## src/rtl/mem_port_arbiter.sv

```systemverilog
`default_nettype none
`timescale 1ns/1ps
// ============================================================================
// Module      : mem_port_arbiter
// Description : Shares one backing-memory request/response channel between
//               the icache and dcache ports. Valid/ready arbitration with a
//               grant held until handshake; in-order read responses are routed
//               back to the issuing port through a small tag FIFO.
//               Optional build macro ARB_ROUND_ROBIN_EN selects alternating
//               priority instead of fixed dcache-over-icache priority.
// Revision    : 1.0 - initial release
// ============================================================================
module mem_port_arbiter #(
  parameter int AW       = 32,
  parameter int DW       = 32,
  parameter int MAX_OUTS = 4
) (
  input  logic          clk,
  input  logic          reset,
  input  logic          i_req_valid,
  output logic          i_req_ready,
  input  logic [AW-1:0] i_req_addr,
  output logic          i_resp_valid,
  output logic [DW-1:0] i_resp_data,
  input  logic          d_req_valid,
  output logic          d_req_ready,
  input  logic [AW-1:0] d_req_addr,
  input  logic [3:0]    d_req_we,
  input  logic [DW-1:0] d_req_wdata,
  output logic          d_resp_valid,
  output logic [DW-1:0] d_resp_data,
  output logic          mem_req_valid,
  input  logic          mem_req_ready,
  output logic [AW-1:0] mem_req_addr,
  output logic [3:0]    mem_req_we,
  output logic [DW-1:0] mem_req_wdata,
  input  logic          mem_resp_valid,
  input  logic [DW-1:0] mem_resp_data,
  output logic          resp_err
);

  localparam int   PW    = $clog2(MAX_OUTS);
  localparam int   CW    = PW + 1;
  localparam logic TAG_I = 1'b0;
  localparam logic TAG_D = 1'b1;

  typedef enum logic [0:0] {
    ST_IDLE = 1'b0,
    ST_HOLD = 1'b1
  } state_t;

  state_t              state_q, state_d;
  logic                hold_port_q, hold_port_d;
  logic [MAX_OUTS-1:0] tag_q, tag_d;
  logic [PW-1:0]       wr_ptr_q, wr_ptr_d;
  logic [PW-1:0]       rd_ptr_q, rd_ptr_d;
  logic [CW-1:0]       count_q, count_d;
  logic                resp_err_q, resp_err_d;
`ifdef ARB_ROUND_ROBIN_EN
  logic                last_grant_q, last_grant_d;
`endif

  logic fifo_full, fifo_empty, d_is_read, d_can, i_can;
  logic have_win, win_d, handshake, push, pop, head_tag;

  // Pick the port that owns the memory channel this cycle.
  always_comb begin
    // Full is judged before any same-cycle pop, so a read never sneaks in
    // on the strength of a response that is still in flight.
    fifo_full  = (count_q == CW'(MAX_OUTS));
    fifo_empty = (count_q == '0);
    d_is_read  = (d_req_we == 4'b0000);
    d_can      = d_req_valid & (~d_is_read | ~fifo_full);
    i_can      = i_req_valid & ~fifo_full;
    have_win   = 1'b0;
    win_d      = 1'b0;
    if (state_q == ST_HOLD) begin
      win_d    = hold_port_q;
      have_win = hold_port_q ? d_can : i_can;
    end
`ifdef ARB_ROUND_ROBIN_EN
    else if (d_can & i_can) begin
      have_win = 1'b1;
      win_d    = (last_grant_q == TAG_I);
    end
`endif
    else if (d_can) begin
      have_win = 1'b1;
      win_d    = 1'b1;
    end else if (i_can) begin
      have_win = 1'b1;
      win_d    = 1'b0;
    end
  end

  assign mem_req_valid = ~reset & have_win;
  assign mem_req_addr  = win_d ? d_req_addr : i_req_addr;
  assign mem_req_we    = (mem_req_valid & win_d) ? d_req_we : 4'b0000;
  assign mem_req_wdata = win_d ? d_req_wdata : '0;
  assign handshake     = mem_req_valid & mem_req_ready;
  assign d_req_ready   = handshake & win_d;
  assign i_req_ready   = handshake & ~win_d;

  assign push     = handshake & (~win_d | d_is_read);
  assign pop      = ~reset & mem_resp_valid & ~fifo_empty;
  assign head_tag = tag_q[rd_ptr_q];

  assign i_resp_valid = pop & (head_tag == TAG_I);
  assign d_resp_valid = pop & (head_tag == TAG_D);
  assign i_resp_data  = mem_resp_data;
  assign d_resp_data  = mem_resp_data;
  assign resp_err     = resp_err_q;

  // Next-state for grant FSM, tag FIFO and sticky error.
  always_comb begin
    state_d     = state_q;
    hold_port_d = hold_port_q;
    tag_d       = tag_q;
    wr_ptr_d    = wr_ptr_q;
    rd_ptr_d    = rd_ptr_q;
    resp_err_d  = resp_err_q;
`ifdef ARB_ROUND_ROBIN_EN
    last_grant_d = last_grant_q;
    if (handshake) last_grant_d = win_d;
`endif
    if (push) begin
      tag_d[wr_ptr_q] = win_d ? TAG_D : TAG_I;
      wr_ptr_d        = wr_ptr_q + PW'(1);
    end
    if (pop) rd_ptr_d = rd_ptr_q + PW'(1);
    count_d = count_q + CW'(push) - CW'(pop);
    if (mem_resp_valid & fifo_empty) resp_err_d = 1'b1;
    case (state_q)
      ST_IDLE: begin
        if (have_win & ~mem_req_ready) begin
          state_d     = ST_HOLD;
          hold_port_d = win_d;
        end
      end
      ST_HOLD: begin
        // A requester that withdraws while held also releases the grant.
        if (handshake | ~have_win) state_d = ST_IDLE;
      end
      default: state_d = ST_IDLE;
    endcase
  end

  // State registers with synchronous reset.
  always_ff @(posedge clk) begin
    if (reset) begin
      state_q      <= ST_IDLE;
      hold_port_q  <= 1'b0;
      tag_q        <= '0;
      wr_ptr_q     <= '0;
      rd_ptr_q     <= '0;
      count_q      <= '0;
      resp_err_q   <= 1'b0;
`ifdef ARB_ROUND_ROBIN_EN
      last_grant_q <= TAG_I;
`endif
    end else begin
      state_q      <= state_d;
      hold_port_q  <= hold_port_d;
      tag_q        <= tag_d;
      wr_ptr_q     <= wr_ptr_d;
      rd_ptr_q     <= rd_ptr_d;
      count_q      <= count_d;
      resp_err_q   <= resp_err_d;
`ifdef ARB_ROUND_ROBIN_EN
      last_grant_q <= last_grant_d;
`endif
    end
  end

endmodule
`default_nettype wire

```

## config.mk

```make
export PLATFORM = sky130hd
export DESIGN_NAME = mem_port_arbiter
export DESIGN_NICKNAME = d
export VERILOG_FILES = /design/src/rtl/mem_port_arbiter.sv
export SDC_FILE = /design/constraint.sdc
export NUM_CORES = 1
export LEC_CHECK = 0
export ABC_CLOCK_PERIOD_IN_PS = 3000
export CAP_MARGIN = 20
export CORE_AREA = 2 2 108 110
export CTS_CLUSTER_SIZE = 8
export DETAILED_ROUTE_END_ITERATION = 10
export DIE_AREA = 0 0 110 112
export PLACE_DENSITY = 0.66
export SYNTH_ARGS = -nofsm -noshare
export SYNTH_HDL_FRONTEND = slang
export SYNTH_SLANG_ARGS = --single-unit
```

## constraint.sdc

```tcl
create_clock -name clk -period 3 [get_ports clk]
set_input_delay 0.6 -clock clk [delete_from_list [all_inputs] [get_ports clk]]
set_output_delay 0.6 -clock clk [all_outputs]
set_load 0.02 [all_outputs]
```

==> results.md <==
Detailed routing:
- The via count of the routed design is 2002.
- The number of DRC markers after the initial detailed-route iteration is 58.
- The remaining antenna violation count is 0.
- The average detailed-routed wire length per instance is 15.4 µm.
- The pre-antenna-repair detailed-routing pass consisted of 4 iterations.
- The via density per instance is 3.97.
- After detailed routing, the number of remaining DRC violations is 0.
- The routed wire length is 7.76 mm.

Min path:
- The path class of the lowest-slack min-delay path is reg -> reg.
- The hold path startpoint is tag_q[3].

Power:
- Per report_power, the sequential group accounts for 17.8% of the total.
- The static leakage is 1.64 nW.
- In this run switching power makes up 32.9% of total power.
- The internal portion of the total power is 0.000871 W.
- The total power draw is 0.00130 W.
- The clock network accounts for 21.3% of the total power.
- VDD sags by at most 0.281 mV.
- The total net switching power is 0.000428 W.
- Combinational logic is responsible for 61.0% of the overall power.
- In this run the power density over the cells is 342 nW/µm².

Global routing:
- The first-pass GRT wire length is 11.3 mm.
- Entering global routing, the biggest net connects 23 pins.
- Summed over all layers, the global routing overflow is 0.
- The number of antenna violations at the first check in global routing is 0.
- The via count of the first global-routing pass came to 2143.
- Global routing consumed, over all layers together, 11.8% of the routing resources.

Layout:
- The fraction of final layout cells with drive strength greater than 1 is 36.8%.
- The number of inserted diodes is 0.
- For this run, the post-layout net count is 507.
- Compared with the post-synthesis result, the final layout area differs by 87.7%.
- For this run, the share of the core covered by cells in the final layout is 34.0%.

Floorplan:
- The horizontal extent of the die is 110 µm.
- 276 I/O pins were placed.
- The core region area is 11200 µm².
- In this run the vertical extent of the chip is 112 µm.
- In this run the core area contains 39 standard-cell rows.
- The initial utilization of the core area, before any placement, comes to 18.1%.
- The die footprint is 12300 µm².

Logic synthesis:
- For this run, the number of Yosys warnings is 0.
- The synthesized cell area is 2030 µm².
- The share of synthesized registers carrying an async set or reset is 0%.
- The number of instances in the synthesized netlist is 226.
- The flip-flop and latch count after synthesis is 14.
- In the post-synthesis netlist, the biggest area contributors are sky130_fd_sc_hd__buf_4, sky130_fd_sc_hd__mux2_4, sky130_fd_sc_hd__dfxtp_1, sky130_fd_sc_hd__and2_1, sky130_fd_sc_hd__ha_1.
- The commonest cells after synthesis are sky130_fd_sc_hd__buf_4, sky130_fd_sc_hd__and2_1, sky130_fd_sc_hd__mux2_4, sky130_fd_sc_hd__dfxtp_1, sky130_fd_sc_hd__inv_1.
- The area fraction of the dominant cell type after synthesis is 23.7%.
- The average footprint of a synthesized cell is 8.96 µm².
- When the netlist entered floorplanning its net count stood at 371.
- Yosys mapped the design onto 35 distinct sky130hd cell types.
- The synthesized design spends more area on one cell type than any other, namely sky130_fd_sc_hd__buf_4.
- Sequential cells were found to cover 13.8% of the synthesized design area.
- The number of synthesized flops with an enable pin is 0.
- The library cell with the highest instance count after synthesis is sky130_fd_sc_hd__buf_4.
- The dominant synthesized flop cell is sky130_fd_sc_hd__dfxtp_1.

Placement:
- The estimated wirelength of the detail-placed design is 6.05 mm.
- The congestion estimate from routability-driven global placement came to 0.757.
- The number of buffers inserted by port buffering is 179.

Critical path:
- In this design, the largest share of critical-path delay is due to buffers and inverters.
- The startpoint of the worst register-to-register path is count_q[1].
- The signal on the critical path passes through clkdlybuf4s15_1 > or4_4 > nor2_4 > o21ai_4 > bufbuf_16 > mux2_4 > buf_2.
- The worst setup path is of the in -> out kind.
- The critical path starts at d_req_we[2].
- Data on the critical path is required at its endpoint by 2.40 ns.
- The worst setup path is captured at an output port.
- Counting both buffers and inverters, the worst setup path holds a total of 3.
- The data arrival time of the critical path is 2.35 ns.
- In this run the worst path has a maximum fanout of 22.
- Among all stages on the critical path, the largest delay is contributed by sky130_fd_sc_hd__or4_4.
- The reg2reg setup slack is 0.45 ns.
- The type of element launching the critical path is an input port.
- In this design, the stage delay of the slowest critical-path cell is 0.51 ns.

Clock network:
- Clock tree synthesis found a total of 14 sinks.
- The clock slew at the register clock pins of the worst setup and hold paths is 0.05 ns.
- The count of H-tree levels built during CTS is 1.
- Counting the buffers created by CTS gives 3.
- The master cell of the clock root buffer is sky130_fd_sc_hd__clkbuf_16.
- The longest clock path from root to sink contains 2 buffers.
- At the later pin of the worst-skew pair, clock insertion delay measures 0.24 ns.
- TritonCTS built the clock tree.

STA:
- The final count of negative-setup-slack endpoints is 0.
- Timing would allow up to 339 MHz.
- The max-slew violation count is 0.
- The final critical delay including setup and external delays is 2.95 ns.
- The final critical path takes up 98.5% of the cycle.
- The hold violation total from the final report is 0.
- The clock arrives with 0.00145 ns of skew.
- Setup repair after global routing could not meet its margin everywhere.
- The slew at the pin closest to its max-slew limit is 0.505 ns.
- The worst-case headroom to the max-slew limit is 66.0%.

Flow run:
- The number of maximum-capacitance violations is 0.

Status:
- The run finished with clean final reports.
-- worst reg2reg max path: stages, from the launching register on --
cell                      delay (ns)
sky130_fd_sc_hd__dfxtp_1        0.30
sky130_fd_sc_hd__buf_4          0.15
sky130_fd_sc_hd__nor3_1         0.45
sky130_fd_sc_hd__nor3b_2        0.11
sky130_fd_sc_hd__buf_4          0.17
sky130_fd_sc_hd__ha_1           0.27
sky130_fd_sc_hd__inv_1          0.06
sky130_fd_sc_hd__ha_1           0.13
sky130_fd_sc_hd__inv_1          0.05
sky130_fd_sc_hd__fa_1           0.37
sky130_fd_sc_hd__xor2_1         0.19
sky130_fd_sc_hd__xnor2_1        0.15
sky130_fd_sc_hd__nor2_1         0.05
-- metal layers --
layer	up-vias	global-route usage, %	part of all wire, %
li1	960	-	-
met1	897	13.3	37
met2	145	21.1	49
met3	0	5.09	14
met4	0	0.759	0
met5	-	0	0
-- layout by cell type (no fill, tap or decap), types with 2 or more instances in the layout --
| cell | synthesis | routed |
|---|---|---|
| sky130_fd_sc_hd__clkdlybuf4s50_1 | 0 | 108 |
| sky130_fd_sc_hd__and2_1 | 38 | 38 |
| sky130_fd_sc_hd__mux2_4 | 28 | 28 |
| sky130_fd_sc_hd__buf_2 | 0 | 28 |
| sky130_fd_sc_hd__clkdlybuf4s15_2 | 0 | 23 |
| sky130_fd_sc_hd__buf_4 | 64 | 15 |
| sky130_fd_sc_hd__dfxtp_1 | 14 | 14 |
| sky130_fd_sc_hd__buf_6 | 3 | 14 |
| sky130_fd_sc_hd__inv_1 | 11 | 11 |
| sky130_fd_sc_hd__nor2_1 | 8 | 8 |
| sky130_fd_sc_hd__ha_1 | 6 | 6 |
| sky130_fd_sc_hd__nand2b_1 | 4 | 4 |
| sky130_fd_sc_hd__mux2_2 | 4 | 4 |
| sky130_fd_sc_hd__nand3b_1 | 4 | 4 |
| sky130_fd_sc_hd__a221oi_1 | 4 | 4 |
| sky130_fd_sc_hd__nand2_1 | 3 | 3 |
| sky130_fd_sc_hd__a21oi_1 | 3 | 3 |
| sky130_fd_sc_hd__xnor2_1 | 3 | 3 |
| sky130_fd_sc_hd__clkbuf_16 | 0 | 3 |
| sky130_fd_sc_hd__bufbuf_16 | 0 | 3 |
| sky130_fd_sc_hd__buf_16 | 0 | 3 |
| sky130_fd_sc_hd__dlygate4sd2_1 | 0 | 3 |
| sky130_fd_sc_hd__nor3b_1 | 3 | 2 |
| sky130_fd_sc_hd__nor2b_1 | 2 | 2 |
| sky130_fd_sc_hd__o311ai_0 | 2 | 2 |
| sky130_fd_sc_hd__o21ai_0 | 2 | 2 |
| sky130_fd_sc_hd__clkbuf_2 | 0 | 2 |
| sky130_fd_sc_hd__buf_12 | 0 | 2 |
-- area by class of cell --
class	count	area, µm²
Clock buffer	4	88.8
Fill cell	1145	7370
Inverter	11	41.3
Multi-Input combinational cell	129	1180
Sequential cell	14	280
Tap cell	143	179
Timing Repair Buffer	203	2030
-- timing repair --
item,CTS,global route
pin swaps,3,3
setup buffers,4,0
setup endpoints to repair,67,62
hold buffers,0,0
gates cloned,6,0
gates resized for setup,271,12
-- flip-flops by register name (all words and copies together), names as in the netlist --
signal	cells
resp_err	1
wr_ptr_q	2
tag_q	4
count_q	3
hold_port_q	1
state_q	1
rd_ptr_q	2
-- power groups by stage --
| stage | sequential [W] | clock [W] | combinational, W |
|---|---|---|---|
| 3_3_place_gp | 0.000232 | 0 | 0.000737 |
| 2_1_floorplan | 0.000237 | 0 | 0.000488 |
| 6_report | 0.000231 | 0.000276 | 0.000792 |
| 5_1_grt | 0.000235 | 0.000293 | 0.000848 |
| 3_5_place_dp | 0.000234 | 0 | 0.000747 |
| 4_1_cts | 0.000231 | 0.000281 | 0.000798 |
-- kinds of logic after synthesis --
group | Yosys count | share of synthesized area [%]
flip-flops | 14 | 13.8
adder cells (fa/ha/maj) | 7 | 4.69
AND/OR/NAND/NOR | 69 | 21.1
multiplexers | 33 | 24.1
AO/OA/AOI/OAI | 16 | 6.18
XOR/XNOR | 4 | 1.73
buffers and inverters | 83 | 28.4
-- worst paths after layout --
| check | to | cells after the start |
|---|---|---|
| setup / recovery | mem_req_addr[19] | 7 |
| hold / removal | tag_q[3] | 2 |
| setup reg to reg | count_q[2] | 12 |
| hold reg to reg | tag_q[3] | 2 |
-- per-stage QoR --
| step | worst slack, ns | cells | TNS [ns] | instance area, µm² | hold slack [ns] |
|---|---|---|---|---|---|
| after global routing | -0.0352 | 504 | -0.146 | 3800 | 0.500 |
| after global placement | -0.505 | 490 | -27.78 | 3580 | 0.463 |
| after detailed placement | -0.520 | 490 | -28.76 | 3580 | 0.457 |
| after floorplan | 0.439 | 226 | 0 | 2030 | 0.444 |
| after CTS | -0.0806 | 504 | -0.237 | 3790 | 0.473 |
| final | 0.0461 | 504 | 0 | 3800 | 0.472 |
(Power assumes the default switching activity.)
